==> config.mk <==
export PLATFORM = sky130hd
export DESIGN_NAME = lift_seq_flat
export DESIGN_NICKNAME = d
export VERILOG_FILES = /design/src/rtl/lift_seq_if.sv /design/src/rtl/lift_seq.sv /design/src/flat_wrapper.sv
export SDC_FILE = /design/constraint.sdc
export NUM_CORES = 1
export LEC_CHECK = 0
export ABC_CLOCK_PERIOD_IN_PS = 5200
export CAP_MARGIN = 15
export CORE_UTILIZATION = 40
export DETAILED_ROUTE_END_ITERATION = 12
export PLACE_DENSITY = 0.71
export SYNTH_ARGS = -nofsm -noshare
export SYNTH_HDL_FRONTEND = slang
export SYNTH_SLANG_ARGS = --single-unit
==> constraint.sdc <==
create_clock -name clk -period 5.2 [get_ports clk]
set_input_delay 1.04 -clock clk [delete_from_list [all_inputs] [get_ports clk]]
set_output_delay 1.04 -clock clk [all_outputs]
set_load 0.005 [all_outputs]
==> src/rtl/lift_seq_if.sv <==
// rtl/lift_seq_if.sv - even/odd RAM bank port bundle for the lifting sequencer
interface lift_seq_if #(
  parameter int DATA_W = 9,
  parameter int ADDR_W = 7
);
  logic [ADDR_W-1:0] addr_even;
  logic [ADDR_W-1:0] addr_odd;
  logic              we_even;
  logic              we_odd;
  logic [DATA_W-1:0] din_even;
  logic [DATA_W-1:0] din_odd;
  logic [DATA_W-1:0] dout_even;
  logic [DATA_W-1:0] dout_odd;

  modport master (
    output addr_even, addr_odd, we_even, we_odd, din_even, din_odd,
    input  dout_even, dout_odd
  );

  modport slave (
    input  addr_even, addr_odd, we_even, we_odd, din_even, din_odd,
    output dout_even, dout_odd
  );
endinterface

==> src/rtl/lift_seq.sv <==
// rtl/lift_seq.sv - 5/3 lifting row sequencer: predict/update passes over the even/odd banks
module lift_seq #(
  parameter int DATA_W = 9,
  parameter int ADDR_W = 7
) (
  input  logic              clk,
  input  logic              rst,
  input  logic              start,
  input  logic              fwd_inv,
  input  logic [ADDR_W-1:0] half_len_m1,
  lift_seq_if.master        ram,
  output logic              phase,
  output logic              busy,
  output logic              done
);
  localparam int EW = DATA_W + 2;
  localparam logic signed [EW-1:0] ROUND = {{(EW-2){1'b0}}, 2'b10};

  typedef enum logic [2:0] {
    IDLE, PASS1_A, PASS1_B, PASS1_C, PASS2_A, PASS2_B, PASS2_C, DONE
  } state_t;

  state_t            state, state_nxt;
  logic [ADDR_W-1:0] idx, idx_nxt, last, last_nxt, idx_up, idx_dn;
  logic              fwd, fwd_nxt, in_pass1, in_pass2, upd_nxt;
  logic [ADDR_W-1:0] addr_even_q, addr_odd_q, addr_even_nxt, addr_odd_nxt;
  logic              we_even_q, we_odd_q, we_even_nxt, we_odd_nxt;
  logic              phase_nxt, busy_nxt, done_nxt;
  logic [DATA_W-1:0] e_op, o_op;
  logic signed [EW-1:0] e_x, o_x, de_x, do_x, term;
  logic [DATA_W-1:0] res;

  always_ff @(posedge clk) begin
    if (rst) begin
      state       <= IDLE;
      idx         <= '0;
      last        <= '0;
      fwd         <= 1'b0;
      addr_even_q <= '0;
      addr_odd_q  <= '0;
      we_even_q   <= 1'b0;
      we_odd_q    <= 1'b0;
      phase       <= 1'b0;
      busy        <= 1'b0;
      done        <= 1'b0;
      e_op        <= '0;
      o_op        <= '0;
    end else begin
      state       <= state_nxt;
      idx         <= idx_nxt;
      last        <= last_nxt;
      fwd         <= fwd_nxt;
      addr_even_q <= addr_even_nxt;
      addr_odd_q  <= addr_odd_nxt;
      we_even_q   <= we_even_nxt;
      we_odd_q    <= we_odd_nxt;
      phase       <= phase_nxt;
      busy        <= busy_nxt;
      done        <= done_nxt;
      // Slot-A reads land during slot B; the slot-B read is consumed live in slot C.
      if (state == PASS1_B || state == PASS2_B) begin
        e_op <= ram.dout_even;
        o_op <= ram.dout_odd;
      end
    end
  end

  always_comb begin
    state_nxt = state;
    idx_nxt   = idx;
    last_nxt  = last;
    fwd_nxt   = fwd;
    case (state)
      IDLE: if (start) begin
        state_nxt = PASS1_A;
        idx_nxt   = '0;
        last_nxt  = half_len_m1;
        fwd_nxt   = fwd_inv;
      end
      PASS1_A: state_nxt = PASS1_B;
      PASS1_B: state_nxt = PASS1_C;
      PASS1_C: begin
        state_nxt = (idx == last) ? PASS2_A : PASS1_A;
        idx_nxt   = (idx == last) ? '0 : idx + ADDR_W'(1);
      end
      PASS2_A: state_nxt = PASS2_B;
      PASS2_B: state_nxt = PASS2_C;
      PASS2_C: begin
        state_nxt = (idx == last) ? DONE : PASS2_A;
        idx_nxt   = (idx == last) ? '0 : idx + ADDR_W'(1);
      end
      DONE:    state_nxt = IDLE;
      default: state_nxt = IDLE;
    endcase

    // Outputs are registered, so they are decoded from the state being entered.
    in_pass1 = (state_nxt == PASS1_A) || (state_nxt == PASS1_B) || (state_nxt == PASS1_C);
    in_pass2 = (state_nxt == PASS2_A) || (state_nxt == PASS2_B) || (state_nxt == PASS2_C);
    upd_nxt  = in_pass2 ? fwd_nxt : ~fwd_nxt;
    idx_up   = (idx_nxt == last_nxt) ? idx_nxt : idx_nxt + ADDR_W'(1);
    idx_dn   = (idx_nxt == '0) ? '0 : idx_nxt - ADDR_W'(1);

    addr_even_nxt = '0;
    addr_odd_nxt  = '0;
    we_even_nxt   = 1'b0;
    we_odd_nxt    = 1'b0;
    case (state_nxt)
      PASS1_A, PASS2_A: begin
        addr_even_nxt = idx_nxt;
        addr_odd_nxt  = upd_nxt ? idx_dn : idx_nxt;
      end
      PASS1_B, PASS2_B: begin
        addr_even_nxt = upd_nxt ? idx_nxt : idx_up;
        addr_odd_nxt  = idx_nxt;
      end
      PASS1_C, PASS2_C: begin
        addr_even_nxt = idx_nxt;
        addr_odd_nxt  = idx_nxt;
        we_even_nxt   = upd_nxt;
        we_odd_nxt    = ~upd_nxt;
      end
      default: ;
    endcase
    phase_nxt = (in_pass1 || in_pass2) && upd_nxt;
    busy_nxt  = in_pass1 || in_pass2;
    done_nxt  = (state_nxt == DONE);
  end

  assign e_x  = {{2{e_op[DATA_W-1]}}, e_op};
  assign o_x  = {{2{o_op[DATA_W-1]}}, o_op};
  assign de_x = {{2{ram.dout_even[DATA_W-1]}}, ram.dout_even};
  assign do_x = {{2{ram.dout_odd[DATA_W-1]}}, ram.dout_odd};

  // Predict: o_x=o[i], e_x=e[i], de_x=e[i+1]. Update: o_x=o[i-1], do_x=o[i], e_x=e[i].
  always_comb begin
    term = '0;
    res  = '0;
    if (we_odd_q) begin
      term = (e_x + de_x) >>> 1;
      res  = DATA_W'(fwd ? o_x - term : o_x + term);
    end else if (we_even_q) begin
      term = (o_x + do_x + ROUND) >>> 2;
      res  = DATA_W'(fwd ? e_x + term : e_x - term);
    end
  end

  assign ram.addr_even = addr_even_q;
  assign ram.addr_odd  = addr_odd_q;
  assign ram.we_even   = we_even_q;
  assign ram.we_odd    = we_odd_q;
  assign ram.din_even  = we_even_q ? res : '0;
  assign ram.din_odd   = we_odd_q ? res : '0;
endmodule

==> src/flat_wrapper.sv <==
// flat-port wrapper written by rule: the top's interface ports become plain ports
module lift_seq_flat 
#(
  parameter int DATA_W = 9,
  parameter int ADDR_W = 7
)
  (clk, rst, start, fwd_inv, half_len_m1, phase, busy, done, ram_addr_even, ram_addr_odd, ram_we_even, ram_we_odd, ram_din_even, ram_din_odd, ram_dout_even, ram_dout_odd);
  lift_seq_if #(.DATA_W(DATA_W), .ADDR_W(ADDR_W)) ram_i ();
  input  logic clk;
  input  logic rst;
  input  logic start;
  input  logic fwd_inv;
  input  logic [ADDR_W-1:0] half_len_m1;
  output logic phase;
  output logic busy;
  output logic done;
  output wire logic [$bits(ram_i.addr_even)-1:0] ram_addr_even;
  output wire logic [$bits(ram_i.addr_odd)-1:0] ram_addr_odd;
  output wire logic [$bits(ram_i.we_even)-1:0] ram_we_even;
  output wire logic [$bits(ram_i.we_odd)-1:0] ram_we_odd;
  output wire logic [$bits(ram_i.din_even)-1:0] ram_din_even;
  output wire logic [$bits(ram_i.din_odd)-1:0] ram_din_odd;
  input wire logic [$bits(ram_i.dout_even)-1:0] ram_dout_even;
  input wire logic [$bits(ram_i.dout_odd)-1:0] ram_dout_odd;
  assign ram_addr_even = ram_i.addr_even;
  assign ram_addr_odd = ram_i.addr_odd;
  assign ram_we_even = ram_i.we_even;
  assign ram_we_odd = ram_i.we_odd;
  assign ram_din_even = ram_i.din_even;
  assign ram_din_odd = ram_i.din_odd;
  assign ram_i.dout_even = ram_dout_even;
  assign ram_i.dout_odd = ram_dout_odd;
  lift_seq #(.DATA_W(DATA_W), .ADDR_W(ADDR_W)) u_core (.clk(clk), .rst(rst), .start(start), .fwd_inv(fwd_inv), .half_len_m1(half_len_m1), .ram(ram_i), .phase(phase), .busy(busy), .done(done));
endmodule
==> flow_metrics.tcl, run 1 <==
set metrics [dict create \
    drv_cap 0 \
    rrSetupSlack_ns 1.74 \
    grt_max_degree 33 \
    failed_checks "DRC, setup timing" \
    first_iter_violations 286 \
    worstHoldStart "u_core.e_op[7]" \
    min_period_ns 5.71 \
    cp.depth 21 \
    netlist.area_leader.share 0.228 \
    rsz0062_at_grt "yes" \
    syn2layout_area_growth_pct 47.8 \
    rows 39 \
    pwr-share-clk 0.208 \
    ant_nets 0 \
    synth_nets 698 \
    p_seq_frac 0.256 \
    wire_per_inst_um 17.9 \
    routed_wl_um 16500 \
    drive_gt1_frac 0.320 \
    ys_ff_latch 55 \
    synth_cell_type_count 72 \
    cts_tree "built" \
    holdPathEnd "u_core.e_op[7]" \
    cp_common_cell "xnor2_2" \
    cts.sinks 55 \
    r2r_cells 11 \
    setup_viol_count_final 7 \
    hold_depth 2 \
    crit_path_end_kind "output port" \
    holdWs_ns 0.489 \
    fin_cells 922 \
    final_common_cell "buf_4" \
    crit_fanout 3 \
    hold_buffers 0 \
    dieArea_um2 12500 \
    critPathLaunch "ram_dout_odd[1]" \
    hold_viol 0 \
    fin_crit_sh 1.10 \
    dp.cells 872 \
    worstPathCellList "buf_6 -> inv_2 -> ha_4 -> nor2_2 -> fa_2 -> nand3_1 -> nand2_1 -> xnor2_2 -> buf_4 -> buf_4 -> xor2_1 -> ha_1 -> o21ai_2 -> a21oi_2 -> o41a_1 -> xnor2_2 -> xnor2_2 -> xnor2_1 -> o21ai_1 -> nor2_1 -> buf_2" \
    synth-edff-count 0 \
    clock_latency_ns 0.32 \
    worst_pin_slew_ns 0.901 \
    fin_ws_ns -0.505 \
    grt-ovfl-total 0 \
    finalClockSkew_ns 0.0116 \
    critical_path_class "input port to output port" \
    syn-cell-area_um2 4840 \
    n_antenna_cell 0 \
    internal-power_mw 1.14 \
    dpl.hpwl_um 10700 \
    cpPeakStageDelay_ns 0.42 \
    hp-class "flip-flop to flip-flop" \
    final_cell_mix "102 x buf_4, 61 x nand2_1, 59 x nor2_1" \
    die_h_um 112 \
    swShare 0.379 \
    yosysTopAreaCell "dfxtp_1" \
    clk_pin_slew_worst_paths_ns 0.07 \
    power.leakage_nw 2.98 \
    critical-path-top-delay-family "XOR/XNOR gates" \
    antenna_found_initial 0 \
    vias_per_cell 5.80 \
    async_flop_share 0 \
    numCtsBuffers 5 \
    gp_congestion 0.896 \
    vias 5346 \
    syn_inst 620 \
    initial_utilization 0.417 \
    slew_violations 0 \
    fmax_mhz 175 \
    critPathBufInv 5 \
    run_status "complete, but fails checks" \
    worstSetupStartpointType "input port" \
    arrival_ns 4.67 \
    grt_pass1_wl_um 24800 \
    grt_pass1_vias 5290 \
    layout.nets 856 \
    yosys_warnings 0 \
    avgSynthCellArea_um2 7.80 \
    coreArea_um2 11600 \
    required_ns 4.16 \
    drtPass1Iterations 9 \
    root_buffer "clkbuf_16" \
    power.total_mw 1.84 \
    power_frac_comb 0.535 \
    synthTopCellsByArea "dfxtp_1 23%, ha_1 12%, xnor2_1 6.2%, nor2_1 5.3%, a21oi_1 5.2%" \
    synth_ff_type "dfxtp_1" \
    r2r-start "u_core.state[2]" \
    p_per_area_nw_per_um2 258 \
    power.switching_uw 697 \
    r2r-end "u_core.ram.addr_odd[5]" \
    max_slew_margin 0.399 \
    grt_usage 0.246 \
    vdd_drop_max_mv 0.224 \
    portBuffers 65 \
    ios 66 \
    htreeDepth 2 \
    cts_buffer_depth 2 \
    drc 4 \
    ys_seq_area_frac 0.228 \
    slowest_stage "fa_2" \
    die_w_um 112 \
]
final cells by class:
class	count	area, um^2
clock buffer	6	139
clock inverter	2	18.8
fill	952	4470
inverter	31	116
multi-input combinational	507	4100
sequential	55	1100
tap	143	179
timing repair buffer	178	1490
synthesized netlist by cell type (all sizes together), types with 5 or more instances:
master / number
nand2b: 6
clkbuf: 16
and2: 7
nor2b: 13
mux2i: 9
buf: 11
nor2: 68
nand4: 6
o22ai: 5
o211ai: 5
a21o: 9
a21oi: 52
nor3b: 6
o21ai: 29
o21a: 12
xnor2: 34
nand3: 17
o31ai: 5
ha: 45
a211oi: 5
a31oi: 12
nor3: 16
inv: 31
dfxtp: 55
xor2: 22
nand2: 62
worst max path at each step:
stage	to	slack [ns]
2_1_floorplan	ram_din_even[8]	0.002
3_3_place_gp	ram_din_even[8]	-1.09
3_5_place_dp	ram_din_even[8]	-1.23
4_1_cts	ram_din_odd[8]	-0.35
5_1_grt	ram_din_even[7]	-0.63
6_report	ram_din_even[8]	-0.51
stage by stage:
stage	utilization	setup TNS [ns]	worst slack, ns	area, um^2
global placement	0.525	-9.62	-1.09	6090
finish	0.615	-2.00	-0.505	7150
CTS	0.584	-1.40	-0.352	6790
global route	0.615	-3.62	-0.627	7150
detailed placement	0.525	-11.53	-1.23	6090
floorplan	-	0	0.00235	4860
power by group through the flow:
stage                     clock network, mW  logic (mW)  registers [mW]
after CTS                             0.384       0.836           0.470
after global routing                  0.401        1.05           0.475
after global placement                    0       0.674           0.476
after floorplan                           0       0.437           0.464
final                                 0.384       0.986           0.472
after detailed placement                  0       0.698           0.477
sequential cells by signal, indices dropped and copies added (netlist names):
name and flops:
u_core.e_op 9, u_core.busy 1, u_core.ram.addr_even 7, u_core.last 7, u_core.ram.addr_odd 7, u_core.phase 1, u_core.state 3, u_core.o_op 9
u_core.idx 7, u_core.fwd 1, u_core.ram.we_odd 1, u_core.ram.we_even 1, u_core.done 1
worst reg2reg max path, cell delays in order, from the launching register on:
cell	delay, ns
dfxtp_1	0.70
xor2_1	0.38
nand2_1	0.14
a21oi_2	0.33
nand2_1	0.09
o21ai_0	0.27
inv_1	0.26
ha_1	0.35
and3_1	0.19
a31oi_1	0.38
nand2_1	0.09
a2bb2oi_1	0.19
logic make-up after synthesis:
kind of cell / Yosys count / share of synthesized area
muxes: 10 / 0.0217
xor gates and xnor gates: 56 / 0.101
and+or+nand+nor: 223 / 0.229
AOI/OAI and AO/OA: 169 / 0.237
adders and majority gates: 49 / 0.133
DFF: 55 / 0.228
buffers and inverters: 58 / 0.0507
metal layers:
layer	GRT usage	up-vias	wire (um)
met5	0	-	0
met2	0.449	210	8520
met1	0.272	2546	6400
met4	0.142	0	827
li1	-	2521	-
met3	0.0343	69	733
repair_timing:
item | in CTS | in global routing
buffers inserted | 31 | 15
setup endpoints to repair | 16 | 13
hold endpoints to repair | 0 | 0
cloned | 0 | 0
resized for setup | 146 | 59
pin swaps | 83 | 63
Power figures use the tool's default switching activity.
==> run 2: changes to the inputs <==
--- a/config.mk
+++ b/config.mk
@@ -7,9 +7,9 @@
 export LEC_CHECK = 0
 export ABC_CLOCK_PERIOD_IN_PS = 5200
 export CAP_MARGIN = 15
-export CORE_UTILIZATION = 40
+export CORE_UTILIZATION = 50
 export DETAILED_ROUTE_END_ITERATION = 12
-export PLACE_DENSITY = 0.71
+export PLACE_DENSITY = 0.84
 export SYNTH_ARGS = -nofsm -noshare
 export SYNTH_HDL_FRONTEND = slang
 export SYNTH_SLANG_ARGS = --single-unit
==> flow_metrics.tcl, run 2 (synthesis gave the netlist of run 1 again) <==
set metrics [dict create \
    p_per_area_nw_per_um2 241 \
    regArea_um2 1100 \
    clock_latency_ns 0.32 \
    drtPass1Iterations 5 \
    antenna_found_initial 0 \
    power.leakage_nw 2.83 \
    wl_met3_um 1060 \
    grt_max_degree 30 \
    critPathLaunch "ram_dout_odd[2]" \
    routed_wl_um 16600 \
    min_period_ns 5.66 \
    initial_utilization 0.521 \
    required_ns 4.16 \
    cts_buffer_depth 2 \
    clk_pin_slew_worst_paths_ns 0.11 \
    htreeDepth 2 \
    n_antenna_cell 0 \
    first_iter_violations 384 \
    final_cell_mix "90 x buf_4, 60 x nor2_1, 59 x nand2_1" \
    grt-ovfl-total 0 \
    crit_path_end_kind "output port" \
    arrival_ns 4.62 \
    worst_pin_slew_ns 0.900 \
    critical_path_class "input port to output port" \
    dpl.hpwl_um 10600 \
    slew_violations 0 \
    layout.nets 836 \
    cp.depth 21 \
    r2r_cells 10 \
    ios 66 \
    drive_gt1_frac 0.294 \
    wl_met1_um 5950 \
    grt_pass1_wl_um 24900 \
    dp.cells 855 \
    dieArea_um2 10100 \
    die_h_um 100 \
    fin_crit_sh 1.09 \
    multiInputGateArea_um2 4040 \
    ant_nets 0 \
    critPathBufInv 4 \
    cts_tree "built" \
    fillerInstances 677 \
    fin_cells 888 \
    rrSetupSlack_ns 1.78 \
    grt_pass1_vias 5422 \
    vias_per_cell 6.14 \
    worstPathCellList "buf_6 -> ha_4 -> ha_4 -> nand4b_1 -> nand2_1 -> buf_4 -> buf_4 -> xnor2_1 -> a31oi_1 -> o21ai_0 -> xor2_1 -> ha_1 -> o21ai_2 -> a21oi_2 -> o41a_1 -> xnor2_2 -> xnor2_2 -> xnor2_1 -> o21ai_1 -> nor2_1 -> buf_2" \
    r2r-end "u_core.ram.addr_odd[5]" \
    final_common_cell "buf_4" \
    placed_cell_area_um2 6050 \
    drv_cap 0 \
    root_buffer "clkbuf_8" \
    slowest_stage "o41a_1" \
    coreArea_um2 9280 \
    reg_top3 "u_core.e_op (9), u_core.o_op (9)" \
    cpPeakStageDelay_ns 0.38 \
    portBuffers 65 \
    hold_buffers 0 \
    fin_area_um2 6810 \
    rows 35 \
    grt_usage 0.309 \
    met2WireLength_um 8340 \
    vias 5455 \
    die_w_um 100 \
    rsz0062_at_grt "yes" \
    setup_viol_count_final 10 \
    gp_congestion 0.925 \
    crit_fanout 3 \
    post-place-ws_ns -1.40 \
    r2r-start "u_core.state[2]" \
    hp-class "flip-flop to flip-flop" \
    hold_viol 0 \
    drc 0 \
    finalClockSkew_ns 0.0137 \
    fin_ws_ns -0.459 \
    worstSetupStartpointType "input port" \
    numCtsBuffers 5 \
    crit_end "ram_din_even[8]" \
    highest_layer "met4" \
    wire_per_inst_um 18.7 \
    max_slew_margin 0.400 \
    cts.sinks 55 \
    vdd_drop_max_mv 0.230 \
    failed_checks "setup timing" \
    run_status "complete, but fails checks" \
    fmax_mhz 177 \
    syn2layout_area_growth_pct 40.8 \
    critical-path-top-delay-family "compound AO/OA/AOI/OAI gates" \
    holdWs_ns 0.513 \
]
==> run 2: cell count changes in the layout (fill, tap and decap cells not counted), moves of 4 or more <==
cell	previous run	this run
buf_6	15	6
clkbuf_8	1	5
buf_4	102	90
clkbuf_16	5	0
==> run 2: cell type report <==
type / instances / area share
Multi-Input combinational cell: 507 / 0.593
Timing Repair Buffer: 158 / 0.191
Sequential cell: 55 / 0.162
Tap cell: 129 / 0.0237
Inverter: 31 / 0.0175
Clock buffer: 6 / 0.0107
Clock inverter: 2 / 0.00239
==> run 2: worst register-to-register path: cells and delay by family (launching register included) <==
family          cells  cell delay (ns)
compound gates      4             1.36
flops               1             0.70
simple gates        3             0.45
xor+xnor            1             0.36
fa+ha+maj           1             0.31
buf+inv             1             0.18
==> run 2: metrics by stage <==
stage	total power, mW	TNS, ns	utilization
finish	1.64	-2.02	0.734
global route	1.72	-3.31	0.734
CTS	1.52	-1.53	0.704
detailed placement	1.18	-11.70	0.652
global placement	1.14	-9.36	0.652
floorplan	0.901	0	-
==> run 2: per-layer routing <==
| metal | up-vias | GRT usage |
|---|---|---|
| met3 | 115 | 0.0425 |
| met1 | 2542 | 0.328 |
| met5 | - | 0 |
| li1 | 2477 | - |
| met2 | 321 | 0.572 |
| met4 | 0 | 0.196 |
==> run 2: worst min-delay path by stage <==
| stage | start | to | slack [ns] | depth (start not counted) |
|---|---|---|---|---|
| 2_1_floorplan | u_core.o_op[1] | u_core.o_op[1] | 0.45 | 2 |
| 3_3_place_gp | u_core.o_op[1] | u_core.o_op[1] | 0.46 | 2 |
| 3_5_place_dp | u_core.o_op[1] | u_core.o_op[1] | 0.47 | 2 |
| 4_1_cts | u_core.e_op[4] | u_core.e_op[4] | 0.51 | 2 |
| 5_1_grt | u_core.o_op[7] | u_core.o_op[7] | 0.54 | 2 |
| 6_report | u_core.o_op[7] | u_core.o_op[7] | 0.51 | 2 |
==> run 2: what timing repair did <==
action,CTS,global route
gates resized for setup,124,54
setup endpoints to repair,16,13
pin swaps,63,48
setup buffers,19,7
==> run 2: power by group <==
part           total (mW)  internal, mW  leakage (nW)  switching [mW]
logic               0.908         0.442          2.34           0.467
registers           0.472         0.442         0.447          0.0306
clock network       0.257        0.0975        0.0418           0.160
==> patch, RTL diff (flow settings as in run 2) <==
`ADDR_W` is set to 7 in 3 places; all go to 5.
--- a/src/rtl/lift_seq_if.sv
+++ b/src/rtl/lift_seq_if.sv
@@ -2,5 +2,5 @@
 interface lift_seq_if #(
   parameter int DATA_W = 9,
-  parameter int ADDR_W = 7
+  parameter int ADDR_W = 5
 );
   logic [ADDR_W-1:0] addr_even;
--- a/src/rtl/lift_seq.sv
+++ b/src/rtl/lift_seq.sv
@@ -2,5 +2,5 @@
 module lift_seq #(
   parameter int DATA_W = 9,
-  parameter int ADDR_W = 7
+  parameter int ADDR_W = 5
 ) (
   input  logic              clk,
--- a/src/flat_wrapper.sv
+++ b/src/flat_wrapper.sv
@@ -3,5 +3,5 @@
 #(
   parameter int DATA_W = 9,
-  parameter int ADDR_W = 7
+  parameter int ADDR_W = 5
 )
   (clk, rst, start, fwd_inv, half_len_m1, phase, busy, done, ram_addr_even, ram_addr_odd, ram_we_even, ram_we_odd, ram_din_even, ram_din_odd, ram_dout_even, ram_dout_odd);
Interface: changed (resized half_len_m1, ram_addr_even and ram_addr_odd); port bits go from 66 to 60. The function was not compared with the original's and may differ.
==> patch against run 2 <==
  * The run still ends with setup timing left
  * Area after synthesis fell by 13%
  * Routed wire length rose by 8.2%
  * Maximum frequency fell by 9.1%
  * Die area fell by 12%
  * Setup slack got worse by 0.57 ns
  * Sequential cell count fell by 8
  * Final area fell by 5.3%
  * Final cell count fell by 7.0%
  * Total power rose by 0.36%
  * Sequential share of layout area fell by 1.6 points
  * Combinational power rose by 7.7%
  * Worst hold slack improved by 0.0050 ns
==> patch: results (changes against run 2) <==
<table>
<tr><th>Metric</th><th>Value</th></tr>
<tr><th colspan="2">Routing</th></tr>
<tr><td>Met3 wire len</td><td>1.97 mm (+87%)</td></tr>
<tr><td>Drt pass-1 iters</td><td>9 (+4)</td></tr>
<tr><td>DRT iter0 DRCs</td><td>494 (+29%)</td></tr>
<tr><td>Wirelength, routed</td><td>17.9 mm (+8.2%)</td></tr>
<tr><td>Met2 wire length</td><td>8.18 mm (-1.9%)</td></tr>
<tr><td>Total number of vias</td><td>5334 (-2.2%)</td></tr>
<tr><th colspan="2">Placement</th></tr>
<tr><td>RePlAce Congestion</td><td>0.975 (+5.4%)</td></tr>
<tr><td>IO buf count</td><td>59 (-9.2%)</td></tr>
<tr><td>Count of placed standard cells including taps</td><td>780 (-8.8%)</td></tr>
<tr><th colspan="2">Critical path</th></tr>
<tr><td>Number of cells on the worst reg-to-reg path</td><td>7 (-3)</td></tr>
<tr><td>RR Startpoint</td><td>u_core.state[0]</td></tr>
<tr><td>Cell at the slowest stage of the critical path</td><td>or4b_1</td></tr>
<tr><td>Internal reg-to-reg setup slack</td><td>1.94 ns (+0.16 ns)</td></tr>
<tr><td>R2r endpoint</td><td>u_core.ram.addr_odd[3]</td></tr>
<tr><th colspan="2">Finish</th></tr>
<tr><td>Fin nets</td><td>796 (-4.8%)</td></tr>
<tr><th colspan="2">Synthesis</th></tr>
<tr><td>Proportion of netlist area held by the largest area contributor</td><td>0.223 (-0.00481)</td></tr>
<tr><td>Synthesized net count</td><td>625 (-10%)</td></tr>
<tr><td>Top cells by count, synth</td><td>nor2_1, nand2_1, a21oi_1, dfxtp_1, ha_1</td></tr>
<tr><td>Mapped Avg Cell Area</td><td>7.69 µm² (-1.4%)</td></tr>
<tr><td>Dominant cells by area after synthesis</td><td>dfxtp_1, ha_1, a21oi_1</td></tr>
<tr><th colspan="2">Timing</th></tr>
<tr><td>Clock Skews</td><td>0.00973 ns (-0.00397 ns)</td></tr>
<tr><td>Measured slew at the worst slew-check pin</td><td>0.930 ns (+0.0299 ns)</td></tr>
<tr><td>PnR worst setup slack</td><td>-1.03 ns (-0.566 ns)</td></tr>
<tr><td>Final-report setup violation count</td><td>11 (+1)</td></tr>
<tr><th colspan="2">Global routing</th></tr>
<tr><td>Global routing usage summed across all routing layers</td><td>0.378 (+0.0695)</td></tr>
<tr><td>Pin count of the biggest net entering global routing</td><td>44 (+47%)</td></tr>
<tr><th colspan="2">Min path</th></tr>
<tr><td>Hold Path Sink</td><td>u_core.e_op[6]</td></tr>
<tr><th colspan="2">Power</th></tr>
<tr><td>Leak pwr</td><td>2.75 nW (-2.6%)</td></tr>
<tr><td>Worst VDD drop</td><td>171 µV (-26%)</td></tr>
<tr><td>Switching Fraction</td><td>0.415 (+0.0140)</td></tr>
<tr><th colspan="2">Run status</th></tr>
<tr><td>Run status</td><td>finished with violations</td></tr>
<tr><td>Violations in the final reports</td><td>setup timing</td></tr>
</table>
## patch: cell count changes after synthesis, moves of 6 or more
cell and delta:
xor2_1 -7, dfxtp_1 -8, nand3_1 -7, nor2_1 -8
a21o_1 -6, o21ai_0 -8
## patch: logic make-up after synthesis
| logic type | count (synthesis) | share of synthesized area |
|---|---|---|
| muxes | 7 | 0.0166 |
| buffers and inverters | 50 | 0.0471 |
| xor gates and xnor gates | 46 | 0.0954 |
| and+or+nand+nor | 198 | 0.225 |
| DFF | 47 | 0.223 |
| AOI/OAI and AO/OA | 152 | 0.241 |
| adders and majority gates | 49 | 0.152 |
## patch: worst max-delay path by stage
stage	slack [ns]	endpoint	cells past startpoint	from
4_1_cts	-0.63	ram_din_even[8]	21	ram_dout_odd[1]
6_report	-1.03	ram_din_even[8]	20	ram_dout_odd[0]
2_1_floorplan	-0.20	ram_din_even[8]	19	ram_dout_odd[1]
3_3_place_gp	-1.27	ram_din_even[8]	21	ram_dout_odd[1]
5_1_grt	-1.10	ram_din_even[8]	20	ram_dout_odd[0]
3_5_place_dp	-1.45	ram_din_even[8]	21	ram_dout_odd[1]
## patch: power groups by stage
stage	Clock (mW)	Combinational (mW)	Sequential (mW)
after global placement	0	0.641	0.414
final	0.251	0.978	0.415
after detailed placement	0	0.673	0.416
after CTS	0.246	0.781	0.409
after floorplan	0	0.409	0.400
after global routing	0.262	1.03	0.415
## patch: worst max-delay path, delay by kind of cell
family                     cells  cell delay [ns]
AOI/OAI and AO/OA              5             1.23
xor gates and xnor gates       4             0.64
adders and majority gates      2             0.70
buffers and inverters          3             0.55
and+or+nand+nor                6             1.01
## patch: timing repair
item / CTS / global route
endpoints found under the hold margin: 0 / 0
pin swaps: 69 / 44
buffers inserted: 31 / 10
resized for setup: 137 / 48
setup endpoints to repair: 15 / 13
## patch: metrics by stage
step           setup WS [ns]  instance area [µm²]  hold slack [ns]
2_1_floorplan         -0.200                 4250            0.445
3_3_place_gp           -1.27                 5540            0.454
3_5_place_dp           -1.45                 5540            0.466
4_1_cts               -0.629                 6180            0.490
5_1_grt                -1.10                 6450            0.536
6_report               -1.03                 6450            0.518
## patch: routing by layer
metal / vias to the layer above / track usage
met5: - / 0
met4: 0 / 0.241
met3: 148 / 0.0930
met2: 422 / 0.640
met1: 2461 / 0.423
li1: 2303 / -
## patch: layout make-up
class / instances / area [µm²] / share of cell area
multi-input combinational: 452 / 3680 / 0.571
timing repair buffer: 185 / 1490 / 0.231
sequential: 47 / 941 / 0.146
tap: 105 / 131 / 0.0204
inverter: 29 / 111 / 0.0173
clock buffer: 6 / 82.6 / 0.0128
clock inverter: 2 / 16.3 / 0.00252
